--- src/rtl/gtf_ch_rxsync_lock_ctrl.sv ---
// RX raw-data sync lock controller: qualifies a bitslip offset over periodic one-hot sync hits,
// holds it while locked, and drops lock after consecutive missed windows.
module gtf_ch_rxsync_lock_ctrl #(
  parameter int unsigned SYNC_PERIOD = 64,
  parameter int unsigned LOCK_CNT    = 4,
  parameter int unsigned MISS_CNT    = 3
) (
  input  logic        gtf_rxusrclk2_out,
  input  logic        gtwiz_reset_rx_sync,
  input  logic [15:0] det_vec,
  input  logic        ctrl_relock,
  output logic        locked,
  output logic [3:0]  slip_sel,
  output logic        sync_strobe,
  output logic        err_offset,
  output logic [1:0]  state_out,
  output logic [15:0] lock_loss_cnt
);

  typedef enum logic [1:0] {
    HUNT   = 2'd0,
    VERIFY = 2'd1,
    LOCKED = 2'd2
  } state_t;

  localparam logic [15:0] WIN_LAST = 16'(SYNC_PERIOD - 1);
  localparam logic [3:0]  LOCK_TGT = 4'(LOCK_CNT);
  localparam logic [3:0]  MISS_TGT = 4'(MISS_CNT);

  state_t      r_state;
  logic [15:0] r_per_cnt;
  logic [3:0]  r_good_cnt;
  logic [3:0]  r_miss_cnt;
  logic        r_locked;
  logic [3:0]  r_slip_sel;
  logic        r_sync_strobe;
  logic        r_err_offset;
  logic [15:0] r_lock_loss_cnt;

  logic        w_hit;
  logic [3:0]  w_hit_off;
  logic        w_win;
  logic        w_match;

  // Ambiguous multi-bit matches are rejected by requiring exactly one set bit.
  assign w_hit = (det_vec != 16'd0) && ((det_vec & (det_vec - 16'd1)) == 16'd0);

  always_comb begin
    w_hit_off = 4'd0;
    for (int i = 0; i < 16; i++) begin
      if (det_vec[i]) w_hit_off = 4'(i);
    end
  end

  assign w_win   = (r_per_cnt == WIN_LAST);
  assign w_match = w_hit && (w_hit_off == r_slip_sel);

  always_ff @(posedge gtf_rxusrclk2_out) begin
    if (gtwiz_reset_rx_sync) begin
      r_state         <= HUNT;
      r_per_cnt       <= 16'd0;
      r_good_cnt      <= 4'd0;
      r_miss_cnt      <= 4'd0;
      r_locked        <= 1'b0;
      r_slip_sel      <= 4'd0;
      r_sync_strobe   <= 1'b0;
      r_err_offset    <= 1'b0;
      r_lock_loss_cnt <= 16'd0;
    end else if (ctrl_relock) begin
      r_state       <= HUNT;
      r_per_cnt     <= 16'd0;
      r_good_cnt    <= 4'd0;
      r_miss_cnt    <= 4'd0;
      r_locked      <= 1'b0;
      r_sync_strobe <= 1'b0;
      r_err_offset  <= 1'b0;
    end else begin
      r_sync_strobe <= 1'b0;
      r_err_offset  <= 1'b0;
      r_per_cnt     <= r_per_cnt + 16'd1;
      case (r_state)
        HUNT: begin
          if (w_hit) begin
            r_slip_sel <= w_hit_off;
            r_good_cnt <= 4'd1;
            r_miss_cnt <= 4'd0;
            r_per_cnt  <= 16'd0;
            r_state    <= VERIFY;
          end
        end
        VERIFY: begin
          if (w_win) begin
            if (w_match) begin
              r_good_cnt <= r_good_cnt + 4'd1;
              r_per_cnt  <= 16'd0;
              if (r_good_cnt + 4'd1 == LOCK_TGT) begin
                r_state  <= LOCKED;
                r_locked <= 1'b1;
              end
            end else begin
              r_state <= HUNT;
            end
          end else if (w_hit) begin
            r_state <= HUNT;
          end
        end
        LOCKED: begin
          // The window grid is anchored to the lock point, so it restarts on misses too.
          if (w_win) begin
            r_per_cnt <= 16'd0;
            if (w_match) begin
              r_sync_strobe <= 1'b1;
              r_miss_cnt    <= 4'd0;
            end else begin
              r_miss_cnt   <= r_miss_cnt + 4'd1;
              r_err_offset <= w_hit;
              if (r_miss_cnt + 4'd1 == MISS_TGT) begin
                r_state  <= HUNT;
                r_locked <= 1'b0;
                if (r_lock_loss_cnt != 16'hFFFF) r_lock_loss_cnt <= r_lock_loss_cnt + 16'd1;
              end
            end
          end else if (w_hit) begin
            r_err_offset <= 1'b1;
          end
        end
        default: begin
          r_state  <= HUNT;
          r_locked <= 1'b0;
        end
      endcase
    end
  end

  assign locked        = r_locked;
  assign slip_sel      = r_slip_sel;
  assign sync_strobe   = r_sync_strobe;
  assign err_offset    = r_err_offset;
  assign state_out     = r_state;
  assign lock_loss_cnt = r_lock_loss_cnt;

endmodule

--- config.mk ---
export PLATFORM = sky130hd
export DESIGN_NAME = gtf_ch_rxsync_lock_ctrl
export DESIGN_NICKNAME = d
export VERILOG_FILES = /design/src/rtl/gtf_ch_rxsync_lock_ctrl.sv
export SDC_FILE = /design/constraint.sdc
export NUM_CORES = 1
export LEC_CHECK = 0
export CAP_MARGIN = 20
export CORE_ASPECT_RATIO = 0.9
export CORE_MARGIN = 2
export CORE_UTILIZATION = 36
export CTS_BUF_LIST = sky130_fd_sc_hd__clkbuf_2 sky130_fd_sc_hd__clkbuf_4 sky130_fd_sc_hd__clkbuf_8
export CTS_CLUSTER_SIZE = 20
export DETAILED_ROUTE_END_ITERATION = 8
export SYNTH_ARGS = -nofsm -noshare
export SYNTH_HDL_FRONTEND = slang
export SYNTH_SLANG_ARGS = --single-unit
--- constraint.sdc ---
create_clock -name gtf_rxusrclk2_out -period 4.15 [get_ports gtf_rxusrclk2_out]
set_input_delay 1.0375 -clock gtf_rxusrclk2_out [delete_from_list [all_inputs] [get_ports gtf_rxusrclk2_out]]
set_output_delay 1.0375 -clock gtf_rxusrclk2_out [all_outputs]
set_load 0.02 [all_outputs]
* Yosys cells after proc, flatten, opt, wreduce, memory -nomap -nowiden
Cells that the tools add are included.
Cells by class: add/subtract/negate cells 5, eq/ne operators 16, mux-type cells 48, bitwise logic cells 6, reduce and logical (&&, ||, !) cells 16
Operators by type and width (number):
- 4-bit two-way mux | 20
- 16-bit two-way mux | 4
- 16-bit case mux with 3 select lines | 1
- 16-bit by 1-bit adder with 16-bit output (second input constant) | 2
- 16-bit bitwise AND | 1
- 16-bit by 6-bit == test with 1-bit output (second input constant) | 1
- 16-bit logical NOT | 1
- 2-bit two-way mux | 8
- 16-bit inequality test (second input constant) | 1
- 4-bit case mux with 2 select lines | 2
- 16-bit nonzero test | 1
- 16-bit by 1-bit subtractor with 16-bit output (second input constant) | 1
- 2-bit inequality test (second input constant) | 7
- 6-bit AND reduction | 2
- 1-bit two-way mux | 11
- 4-bit by 1-bit adder with 4-bit output (second input constant) | 2
- 7-bit AND reduction | 1
- 2-bit case mux with 3 select lines | 1
- 3-bit AND reduction | 2
- 1-bit inverter | 5
- 4-bit by 2-bit == test with 1-bit output (second input constant) | 1
- 4-bit by 3-bit == test with 1-bit output (second input constant) | 1
- 4-bit == test | 1
- 4-bit inequality test (second input constant) | 1
- 11 further kinds | 13
Word-level totals: register bits after elaboration 49, input bits 19, output and inout bits 25

* Depth between registers and ports, before layout
word-level depth 20, depth in mapped cells 11

* Worst setup path after synthesis
No wires, ideal clock.
path type input to register, from input port det_vec[13], to register r_lock_loss_cnt[11], in the netlist lock_loss_cnt[11], data arrival time 3.527 ns, data required time 4.027 ns, path slack 0.500 ns, stages 10, path through buf_2 or4_1 o22ai_1 a22oi_1 or4_1 buf_2 nor3_2 buf_4 nor3_1 mux2_1
Between the ends: cells in the longest elaborated chain, start to end 7, elaborated cells on any way between the ends 12, classes of those cells 1 x add/sub; 1 x eq/ne; 3 x mux; 2 x bitwise; 5 x reduce/logical
Ends and longest elaborated chain:
- start, declared | RTL line 10 | input logic [15:0] det_vec,
- 16-bit by 1-bit subtractor with 16-bit output / 4-bit two-way mux (equally long branches) | RTL line 46, 51
- 16-bit bitwise AND / 4-bit two-way mux (equally long branches) | RTL line 46, 51
- 16-bit logical NOT / 4-bit two-way mux (equally long branches) | RTL line 46, 51
- 1-bit logical AND / 4-bit == test (equally long branches) | RTL line 46, 56
- 1-bit logical AND * | RTL line 56 | assign w_match = w_hit && (w_hit_off == r_slip_sel);
- 1-bit inverter (no source line) *
- 6-bit AND reduction (no source line) *
- end signal, assigned | RTL line 120 | if (r_lock_loss_cnt != 16'hFFFF) r_lock_loss_cnt <= r_lock_loss_cnt + 16'd1;
- end, declared | RTL line 38 | logic [15:0] r_lock_loss_cnt;
Mark *: on every way between the ends. The rest lies on a longest branch, timed or not. A chain may end at the register's enable or synchronous reset.

* Worst setup path in the final report
from input port det_vec[4], to register r_state[0], in the netlist state_out[0]
Between the ends: cells in the longest elaborated chain, start to end 17, elaborated cells on any way between the ends 27, classes of those cells 1 x add/sub; 5 x eq/ne; 15 x mux; 1 x bitwise; 5 x reduce/logical
Ends and longest elaborated chain:
- 4-bit two-way mux (12 in a row) | RTL line 51 | if (det_vec[i]) w_hit_off = 4'(i);
- 4-bit == test | RTL line 56
- 1-bit logical AND | RTL line 56
- 2-bit two-way mux | RTL line 93 | if (w_match) begin
- 2-bit two-way mux | RTL line 92 | if (w_win) begin
- 2-bit case mux with 3 select lines | RTL line 81 | case (r_state)
- end signal, assigned | RTL line 60 | r_state <= HUNT;
- end signal, assigned | RTL line 88 | r_state <= VERIFY;
- end signal, assigned | RTL line 97 | r_state <= LOCKED;
- end, declared | RTL line 30 | state_t r_state;
Several ways; a longest one is shown, not always the timed one.

==> reports/summary.md <==
- global-route wire length before repair: 11900 µm
- drt initial violations: 105
- count leader, synth: dfxtp_1
- count of TritonRoute iterations in the first routing pass: 4
- dpl hpwl: 5160 µm
- max-slew violation total from the final report: 0
- most repeated library cell on the critical path: or3_1
- worst-path fanout max: 6
- routed length on met1: 3470 µm
- total of buffers placed on input and output ports: 43
- end of the worst hold path: r_per_cnt[0]
- detailed-route via count: 2889
- Routed Antenna Nets: 0
- detailed route wirelength on metal3: 313 µm
- origin of the worst min-delay path: r_per_cnt[0]
- CTS tree: built
- count of mapped cells out of synthesis: 381
- Worst IR Drop VDD: 0.145 mV
- maximum clock frequency: 268 MHz
- result of the run: finished clean
- antenna violations before repair: 0
- std cell rows: 31
- top post-synthesis cells by count: dfxtp_1 (49), nor2_1 (46), nor3_1 (24)
- number of antenna diodes: 0
- clock root cell: clkbuf_8
- layout overhead on the synthesized area: 24.3%
- final routed wire length divided by cell count: 13.0 µm
- Worst Hold Class: reg -> reg
- arrival time at the worst endpoint: 3950 ps
- measured slew at the worst slew-check pin: 537 ps
- Total Routed Length: 6910 µm
- setup TNS: 0 ps
- origin of the critical flop-to-flop path: r_miss_cnt[0]
- buffering stage count on the worst path with inverters included: 1
- Final Total Pwr: 0.905 mW
- Worst Hold Depth: 1
- number of global-route vias before repair: 2554
- pin count of the biggest net entering global routing: 31
- synthesized cell area: 0.00303 mm²
- kind of end point of the critical path: flop
- share of cells above drive strength 1: 9.03%
- Final Setup Violations: 0
- number of buffers inserted for hold repair after clock tree synthesis: 0
- register-to-register path setup slack: 1630 ps
- die outline height: 91.0 µm
- standard cell with the maximum stage delay on the critical path: or4_1
- Post-layout nets: 456
- cell type contributing the most total cell area after synthesis: dfxtp_1
- metal2 WL: 3100 µm
- synthesized area divided by synthesized cell count: 7.94 µm²
- ranking of synthesized cells by area: dfxtp_1 (32%), nor2_1 (5.7%), nor3_1 (4.0%)
- number of buffers inserted during clock tree synthesis: 5
- Post-Place Setup Slack: 139 ps
- maximum level of the CTS H-tree: 2
- final clock skew: 9.52 ps
- clock net sink count: 49
- cells along the critical path: clkdlybuf4s50_1 -> or4_1 -> or3_1 -> a211o_1 -> a22o_1 -> or3_1 -> or3_4 -> a211oi_2
- max-capacitance violation count: 0
- number of remaining DRC errors: 0
- final cell utilization of the core: 46.4%
- EDFF count, synth: 0
- number of different library cells in the post-synthesis netlist: 60
- starting density of the core: 37.3%
- crit share post-route: 89.8%
- sequential cell area fraction in the yosys report: 32.4%
- critical register-to-register path endpoint: lock_loss_cnt[7]
- length in cells of the worst reg-to-reg path: 7
- start-to-end type of the worst setup path: in -> reg
- post-CTS clock slew at the launch and capture registers of the worst setup and hold paths: 90 ps
- element type at the critical path start: primary input
- Filler Cell Count: 802
- gpl congestion: 0.835
- Largest stage delay, worst path: 570 ps
- setup repair after global routing missed its margin: no
- die width: 101 µm
- placeable core area: 0.00811 mm²
- total of cells resized after clock tree synthesis: 0
- clock tree buffer depth: 2
- post-synth net total: 406
- top flip-flop cell by instance count after synthesis: dfxtp_1
- post-CTS setup buffer count: 0
- static leakage: 1.27 nW
- final critical-path required period: 3730 ps
- yosys synthesis warning count: 0
- post-synthesis sequential element count: 49
- final setup slack of the worst path: 425 ps
- I/O pins: 44
- Tot GR Track Use: 15.5%
- clock latency at the later pin of the worst-skew pair: 300 ps
- Crit path required time: 4370 ps
- Worst path top cell family by delay: simple AND/OR/NAND/NOR gates
- total die area: 0.00915 mm²
- async set-reset flop share out of synthesis: 0%
- uppermost layer routed: met4
- number of vias per cell after detailed routing: 5.44
- remaining max-slew budget at the tightest pin: 64.1%
- post-synth top area share: 32.4%
- total grt overflow: 0
- final hold vios: 0
- power density over cell area: 241 mW/mm²
-- state kept, by name, summed over array words and instances, names as in the netlist --
signal / count
sync_strobe: 1
r_good_cnt: 4
r_per_cnt: 16
err_offset: 1
r_miss_cnt: 4
state_out: 2
slip_sel: 4
locked: 1
lock_loss_cnt: 16
-- metrics by stage --
step	std cells	cell area (µm²)	hold slack [ps]
global placement	523	3640	465
CTS	531	3760	490
global route	531	3760	514
floorplan	381	3030	448
detailed placement	523	3640	476
finish	531	3760	488
-- metal layers --
layer | vias to the layer above | GRT usage, %
met2 | 49 | 24.1
met5 | - | 0
li1 | 1513 | -
met4 | 0 | 3.08
met3 | 2 | 3.46
met1 | 1325 | 22.1
-- placed cells by master, fill, tap and decap left out, types with 4 or more instances in the layout --
cell type	count
dfxtp_1	49
nor2_1	46
clkdlybuf4s50_1	43
nor3_1	24
nand2_1	23
nand3_1	19
buf_4	17
nor2b_1	14
nor4_1	13
o31ai_1	11
or4_1	11
and3_1	10
o21ai_0	10
a21oi_1	10
inv_1	9
or3_1	9
xor2_1	9
nand2b_1	8
a211oi_1	7
nand4_1	6
ha_1	6
clkbuf_8	6
mux2_1	5
xnor2_1	5
or2_2	4
mux2_2	4
-- worst max path at each step --
stage	from	to	slack, ps	cells after the start
6_report	det_vec[4]	state_out[0]	420	8
5_1_grt	det_vec[15]	slip_sel[1]	300	8
4_1_cts	det_vec[4]	state_out[0]	450	8
3_5_place_dp	det_vec[4]	state_out[0]	140	8
3_3_place_gp	det_vec[4]	state_out[0]	170	8
2_1_floorplan	det_vec[13]	lock_loss_cnt[11]	500	10
-- power breakdown --
part / switching [mW] / leakage (nW) / internal [mW]
Combinational: 0.0399 / 0.816 / 0.0381
Sequential: 0.000767 / 0.395 / 0.471
Clock: 0.160 / 0.0574 / 0.196
Total: 0.200 / 1.27 / 0.705
-- cells by family after synthesis --
logic type / share of synthesized area [%]
adders and majority gates: 3.14
DFF: 32.4
and+or+nand+nor: 36.5
AOI/OAI and AO/OA: 15.6
muxes: 4.34
xor gates and xnor gates: 4.05
buffers and inverters: 3.97
-- area by class of cell --
type                       instances  area, µm²  area share (%)
clock inverter                     2       37.5           0.998
timing repair buffer              61        578            15.4
inverter                           9       33.8           0.898
clock buffer                       6       82.6            2.20
multi-input combinational        305       1920            51.2
tap                               99        124            3.29
sequential                        49        981            26.1
No activity file was read; power rests on OpenSTA's default activity.
